===== config.mk =====
export PLATFORM = sky130hd
export DESIGN_NAME = regfile_multiport
export DESIGN_NICKNAME = d
export VERILOG_FILES = /design/src/rtl/riscv_pkg.sv /design/src/rtl/regfile_read_port.sv /design/src/rtl/regfile_multiport.sv
export SDC_FILE = /design/constraint.sdc
export NUM_CORES = 1
export LEC_CHECK = 0
export CAP_MARGIN = 10
export CORE_MARGIN = 10
export CORE_UTILIZATION = 29
export DETAILED_ROUTE_END_ITERATION = 8
export PLACE_DENSITY = 0.55
export SYNTH_ARGS = -nofsm -noshare
export SYNTH_HDL_FRONTEND = slang
export SYNTH_SLANG_ARGS = --single-unit

===== constraint.sdc =====
create_clock -name CLK -period 5.75 [get_ports CLK]
set_input_delay 1.15 -clock CLK [delete_from_list [all_inputs] [get_ports CLK]]
set_output_delay 1.15 -clock CLK [all_outputs]
set_load 0.01 [all_outputs]

===== src/rtl/riscv_pkg.sv =====
// Shared definitions for the register file slice.
// Contents:
//   XLEN_DEFAULT      - default data width
//   REG_DEPTH_DEFAULT - default number of registers
//   rf_state_t        - clear-engine state (RF_CLEAR, RF_RUN)
//   ZERO_ADDR         - address of the hardwired-zero register
package riscv_pkg;

    localparam int XLEN_DEFAULT      = 32;
    localparam int REG_DEPTH_DEFAULT = 32;
    localparam int ZERO_ADDR         = 0;

    typedef enum logic {
        RF_CLEAR = 1'b0,
        RF_RUN   = 1'b1
    } rf_state_t;

endpackage


===== src/rtl/regfile_read_port.sv =====
// One combinational read port of the multiport register file.
// Selects one register out of the flattened storage image, forces the
// hardwired-zero register to read 0, and drives 0 while the clear engine runs.
// Optional write-through bypass is compiled in when REGFILE_BYPASS_EN is
// defined; in that build the current write port is also an input.
// Ports:
//   run      in   1            storage is valid (clear sequence finished)
//   ra       in   AW           read address
//   mem_flat in   DEPTH*XLEN   register image, entry i at [i*XLEN +: XLEN]
//   we/wa/wd in   1/AW/XLEN    write port (REGFILE_BYPASS_EN only)
//   rd       out  XLEN         read data
module regfile_read_port
    import riscv_pkg::*;
#(
    parameter int  XLEN     = XLEN_DEFAULT,
    parameter int  DEPTH    = REG_DEPTH_DEFAULT,
    parameter int  ZERO_REG = 1,
    localparam int AW       = $clog2(DEPTH)
) (
    input  logic                  run,
    input  logic [AW-1:0]         ra,
    input  logic [DEPTH*XLEN-1:0] mem_flat,
`ifdef REGFILE_BYPASS_EN
    input  logic                  we,
    input  logic [AW-1:0]         wa,
    input  logic [XLEN-1:0]       wd,
`endif
    output logic [XLEN-1:0]       rd
);

    localparam logic [AW-1:0] ZERO_A = AW'(ZERO_ADDR);

    logic zero_hit;
    logic bypass_hit;

    assign zero_hit = (ZERO_REG != 0) && (ra == ZERO_A);

`ifdef REGFILE_BYPASS_EN
    // A write to register 0 under ZERO_REG never reaches here because
    // zero_hit already wins for that address.
    assign bypass_hit = we && (wa == ra);
`else
    assign bypass_hit = 1'b0;
`endif

    always_comb begin
        rd = '0;
        if (run && !zero_hit) begin
`ifdef REGFILE_BYPASS_EN
            if (bypass_hit) begin
                rd = wd;
            end else begin
                rd = mem_flat[int'(ra)*XLEN +: XLEN];
            end
`else
            rd = bypass_hit ? '0 : mem_flat[int'(ra)*XLEN +: XLEN];
`endif
        end
    end

endmodule


===== src/rtl/regfile_multiport.sv =====
// Parametrised register file with NRD combinational read ports, one write
// port and an optional hardwired-zero register 0.
// After reset a clear engine writes 0 to one register per cycle; READY rises
// on the edge that clears the last entry. Writes are dropped and all reads
// return 0 until then.
// Optional feature: define REGFILE_BYPASS_EN for same-cycle write-through
// from the write port to any read port addressing the same register.
// Ports:
//   CLK    in   1         clock
//   RST    in   1         synchronous active-high reset, restarts the clear
//   RA     in   NRD*AW    read addresses, port i at [i*AW +: AW]
//   RD     out  NRD*XLEN  read data, port i at [i*XLEN +: XLEN]
//   A3     in   AW        write address
//   WD3    in   XLEN      write data
//   WE3    in   1         write enable
//   READY  out  1         clear sequence complete
module regfile_multiport
    import riscv_pkg::*;
#(
    parameter int  XLEN     = XLEN_DEFAULT,
    parameter int  DEPTH    = REG_DEPTH_DEFAULT,
    parameter int  NRD      = 2,
    parameter int  ZERO_REG = 1,
    localparam int AW       = $clog2(DEPTH)
) (
    input  logic                CLK,
    input  logic                RST,
    input  logic [NRD*AW-1:0]   RA,
    output logic [NRD*XLEN-1:0] RD,
    input  logic [AW-1:0]       A3,
    input  logic [XLEN-1:0]     WD3,
    input  logic                WE3,
    output logic                READY
);

    localparam logic [AW-1:0] LAST_IDX = AW'(DEPTH - 1);
    localparam logic [AW-1:0] ZERO_A   = AW'(ZERO_ADDR);

    rf_state_t             state_reg;
    logic [AW-1:0]         clr_idx_reg;
    logic [XLEN-1:0]       regs [DEPTH];
    logic [DEPTH*XLEN-1:0] mem_flat;
    logic                  run;
    logic                  wr_en;

    assign run   = (state_reg == RF_RUN);
    assign READY = run;
    assign wr_en = run && WE3 && !((ZERO_REG != 0) && (A3 == ZERO_A));

    // Clear engine. The counter wraps back to 0 on the final clear edge,
    // so a later reset finds it consistent either way.
    always_ff @(posedge CLK) begin
        if (RST) begin
            state_reg   <= RF_CLEAR;
            clr_idx_reg <= '0;
        end else if (state_reg == RF_CLEAR) begin
            clr_idx_reg <= clr_idx_reg + AW'(1);
            if (clr_idx_reg == LAST_IDX) begin
                state_reg <= RF_RUN;
            end
        end
    end

    // Storage has no reset of its own; the clear engine owns it until RUN.
    always_ff @(posedge CLK) begin
        if (!RST) begin
            if (!run) begin
                regs[clr_idx_reg] <= '0;
            end else if (wr_en) begin
                regs[A3] <= WD3;
            end
        end
    end

    generate
        for (genvar gi = 0; gi < DEPTH; gi++) begin : g_flat
            assign mem_flat[gi*XLEN +: XLEN] = regs[gi];
        end

        for (genvar gi = 0; gi < NRD; gi++) begin : g_rd
            regfile_read_port #(
                .XLEN     (XLEN),
                .DEPTH    (DEPTH),
                .ZERO_REG (ZERO_REG)
            ) u_port (
                .run      (run),
                .ra       (RA[gi*AW +: AW]),
                .mem_flat (mem_flat),
`ifdef REGFILE_BYPASS_EN
                .we       (WE3),
                .wa       (A3),
                .wd       (WD3),
`endif
                .rd       (RD[gi*XLEN +: XLEN])
            );
        end
    endgenerate

endmodule


### Yosys cells after proc, flatten, opt, wreduce, memory -nomap -nowiden

Memory sizes are Yosys's and may differ from the RTL's.
Index checks and enable logic that the tools add are counted.

* flip-flop bits (word level): 6
* RAM bits: 1024
* bits of input ports: 50
* output and inout bits: 65
* memories kept: 1

Memory list
* regs: words 32, bits a word 32, rd ports 32, clocked after memory_dff 0, wr ports 1, RTL line regfile_multiport.sv:41 `logic [XLEN-1:0] regs [DEPTH];`

* $add $sub $neg: 1
* eq/ne operators: 1
* shifts and indexed selects: 2
* mux-type cells: 14
* reductions and logical operators: 11

Operator list (number)
* 1024-bit by 11-bit variable part select with 32-bit output: 2
* 32-bit 2-to-1 mux: 3
* 32-bit OR reduction: 1
* 5-bit zero test: 3
* 1-bit 2-to-1 mux: 10
* 5-bit by 1-bit adder with 5-bit output (second input constant): 1
* 5-bit equality test (second input constant): 1
* 5-bit 2-to-1 mux: 1
* 1-bit logical AND: 4
* 1-bit zero test: 3

### Longest topological paths before layout

* depth in word-level cells: 9
* mapped depth: 9
* gate-level depth less buffers: 5

### Cells and area by module

A second synthesis with hierarchy kept.

* cell total of the unflattened synthesis: 2843
* area, all modules: 49134.6 um^2

By module, submodules not included
* regfile_multiport: instances 1, cells an instance 1183, area each 31732.9 um^2
* regfile_read_port: instances 2, cells an instance 830, area each 8700.8 um^2

### Worst setup path before layout

No wires, ideal clock.

* path type: input to register
* start: input port RST
* end: memory regs[14][0] in the netlist's numbering, enable pin
* library setup time: 0.461 ns
* data arrival time: 4.573 ns
* path slack: 0.716 ns
* stages on the path: 5
* buffers on the path: 1
* cells stage by stage: clkbuf_1 nand3b_1 a21oi_1 mux2_2 nor3_1

* longest elaborated chain between the ends: 4
* elaborated cells between the ends (all ways): 7
* those cells by class: 6 x mux; 1 x reduce/logical

RTL lines
* start: declaration: RTL line regfile_multiport.sv:27 `input logic RST,`
* 1-bit 2-to-1 mux: RTL line regfile_multiport.sv:66 `if (!RST) begin`
* 1-bit 2-to-1 mux (not written as such): RTL line regfile_multiport.sv:70 `regs[A3] <= WD3;`
* 32-bit OR reduction (no source line)
* 5-bit 2-to-1 mux (no source line) / 1-bit 2-to-1 mux (equally long branches)
* end: declaration: RTL line regfile_multiport.sv:41

Several ways; a longest one is shown, not always the timed one.

### Final worst setup path

* start: input port RA[7]
* end: output port RD[36]

* longest elaborated chain between the ends: 4
* elaborated cells between the ends (all ways): 5
* those cells by class: 1 x shift; 1 x mux; 3 x reduce/logical

RTL lines
* start: declaration: RTL line regfile_multiport.sv:28 `input logic [NRD*AW-1:0] RA,`
* parallel branches: the longest is 3 deep, another holds 1024-bit by 11-bit variable part select with 32-bit output
* 32-bit 2-to-1 mux *: RTL line regfile_read_port.sv:48 `if (run && !zero_hit) begin`
* end: declaration: RTL line regfile_multiport.sv:29 `output logic [NRD*XLEN-1:0] RD,`

Mark *: on every way between the ends.

==> flow_summary.toml <==
[worst_setup_path]
required_ps = 4600
cp-start-kind = "input port"
crit_type = "in2out"
end_kind = "output pin"
worst-path-max-fanout = 36
r2r_end = "regs[25][16]"
timing.rr.start = "READY"
r2r_slack_ps = 1990
arrival_ps = 4410
reg2regPathDepth = 6

[synth]
synthArstFlopShare_pct = 0
synth_seq_cells = 1030
yosysTopAreaCell = "edfxtp_1"
synth_area_um2 = 47900
netlist-cell-type-count = 54
yosys_most_used_dff = "edfxtp_1"
syn-instance-count = 2391
synthTopCellsByArea = "edfxtp_1 (64%), mux4_2 (21%), mux2i_1 (5.3%)"
synth.top_cell.area_share_pct = 64.2
synth-edff-count = 1024
ys_seq_area_share_pct = 64.4
syn_area_per_cell_um2 = 20.0
synth_nets = 2443
yosysWarnings = 0

[layout]
largest_reg_flops = 1024
fin_nets = 2602
layoutNonFillerInstCount = 4825
drive_above_1_share_pct = 30.7
synthToLayoutAreaGrowth_pct = 16.5

[routing]
vias = 27600
totalWireLength_mm = 159
ant_nets = 0
drt_iter0_markers = 3353
routedWlPerCell_um = 33.0
via_per_inst = 5.71
drc = 0
first_pass_iters = 5

[grt]
antenna_found_initial = 9
grt_overflow = 0
grt_pass1_wl_mm = 224
grt_usage_pct = 17.1
grt_pass1_vias = 29000
grt_max_degree = 80

[power]
ir_worst_vdd_mv = 0.207
powerDensity_nw_per_um2 = 285
power.leakage_nw = 15.8

[timing]
fin_tns_setup_ps = 0
slew_viol_final = 0
hold_viol = 0
min_period_ps = 5560
worst_slew_pin_slew_ps = 1130
fmax_mhz = 180
slew-limit-headroom_pct = 24.8
clock_skew_ps = 19.3
setup_violations = 0
period_share_pct = 96.7
rsz0062_at_grt = "no"

[placed_design]
portBuffers = 114
dp_hpwl_mm = 91.5
gp_congestion = 0.766
dp.cells = 4632

[cts]
clk_pin_slew_ps = 60
holdBufCountCts = 0
cts_inserted_buffers = 104
cts_sinks = 1030
cts_tree = "yes"
cts_buffer_depth = 3
insertion_delay_ps = 710
cts_setup_buffers = 0
htreeDepth = 3
ctsResizeCount = 0
cts_root_buffer = "clkbuf_16"

[run_status]
status = "complete, no violations"

[job]
max_cap_viol_count = 0

[floorplan]
chipWidth_um = 426
start_util_pct = 29.1
num_io_pins = 115
die_y_um = 426
coreArea_um2 = 165000
die-area_um2 = 182000
rows = 149

[worst_hold_path]
min_path_type = "reg2reg"
hold_path_end = "clr_idx_reg[1]"
hold_path.startpoint = "clr_idx_reg[1]"
hold_depth = 2
[synth_stat cells, types with 9 or more instances]
| master | count |
|---|---|
| mux4_2 | 449 |
| o22ai_1 | 31 |
| nand2_1 | 9 |
| and2_1 | 33 |
| buf_6 | 21 |
| nor2_1 | 42 |
| clkbuf_1 | 90 |
| o221ai_1 | 63 |
| a21oi_1 | 38 |
| a2111oi_2 | 19 |
| a22oi_1 | 32 |
| a22o_1 | 31 |
| a2111oi_0 | 13 |
| buf_1 | 15 |
| a211oi_1 | 31 |
| buf_4 | 19 |
| mux2i_1 | 256 |
| nor3_1 | 9 |
| edfxtp_1 | 1024 |
| o22a_1 | 33 |
| buf_2 | 57 |
[cells by family (layout without fill, tap and decap cells)]
| kind of cell | count (synthesis) | in the layout | share of synthesized area (%) |
|---|---|---|---|
| AO/OA/AOI/OAI | 309 | 309 | 5.22 |
| multiplexers | 708 | 708 | 26.5 |
| adder cells (fa/ha/maj) | 2 | 2 | 0.0522 |
| XOR/XNOR | 3 | 3 | 0.0548 |
| flip-flops | 1030 | 1030 | 64.4 |
| other | 0 | 3 | 0 |
| AND/OR/NAND/NOR | 131 | 131 | 1.47 |
| buffers and inverters | 208 | 450 | 2.26 |
[power breakdown]
part | internal, mW | leakage (nW) | switching, mW
logic | 0.429 | 6.20 | 0.556
registers | 8.19 | 8.02 | 0.0250
clock network | 3.81 | 1.61 | 2.92
total | 12.4 | 15.8 | 3.50
[critical path: stages]
cell	delay, ps
buf_6	380
buf_4	430
mux4_2	370
a22o_1	280
a2111oi_0	790
a211oi_1	290
buf_4	230
clkdlybuf4s50_1	470
[placed cells by master, fill, tap and decap left out, drive strengths merged, types with 3 or more instances in the layout]
master	count
o221ai	63
a22oi	32
clkinv	44
mux2i	256
diode	3
inv	9
nor3b	4
buf	149
edfxtp	1024
clkbuf	129
nor2b	7
nor3	10
o22ai	31
a211oi	31
nand3	4
clkdlybuf4s50	107
a22o	31
nand2	9
a2111oi	32
mux4	449
and2	33
nand3b	5
a21oi	38
bufinv	10
o22a	33
mux2	3
nor4	3
dfxtp	6
nor2	42
a31oi	8
[cell type report]
class                           instances  area (um^2)
Tap cell                             2189         2740
Timing Repair Buffer                  256         2630
Fill cell                           15300       109000
Clock buffer                          129         2740
Inverter                                5         18.8
Multi-Input combinational cell       1153        16300
Antenna cell                            3         7.51
Sequential cell                      1030        30900
Clock inverter                         60          556
[layer usage]
layer	share of wire [%]	vias up	GRT usage, %
met1	40	15000	22.7
met2	49	1446	28.1
li1	-	10800	-
met5	0	-	0
met4	3.4	0	5.63
met3	8.0	283	3.37
[stage by stage]
step                      cell area (um^2)  utilization (%)  setup slack [ps]  power (mW)  hold WS, ps
final                                55800             33.9               191        15.9          566
after floorplan                      47900                -               716        9.02          521
after CTS                            55800             33.9               153        16.0          579
after global routing                 55800             33.9               201        16.4          638
after detailed placement             52500             31.9               150        9.36          569
after global placement               52500             31.9              54.7        9.35          556
[worst max path at each step]
stage / startpoint / endpoint / slack, ps / depth (start not counted)
after floorplan: RST / regs[14][0] / 720 / 5
after global placement: RA[7] / RD[36] / 50 / 8
final: RA[7] / RD[36] / 190 / 8
after detailed placement: RA[7] / RD[36] / 150 / 8
after CTS: RA[7] / RD[36] / 150 / 8
after global routing: RA[7] / RD[36] / 200 / 8
Note: power is estimated with default switching activity, not from simulation.
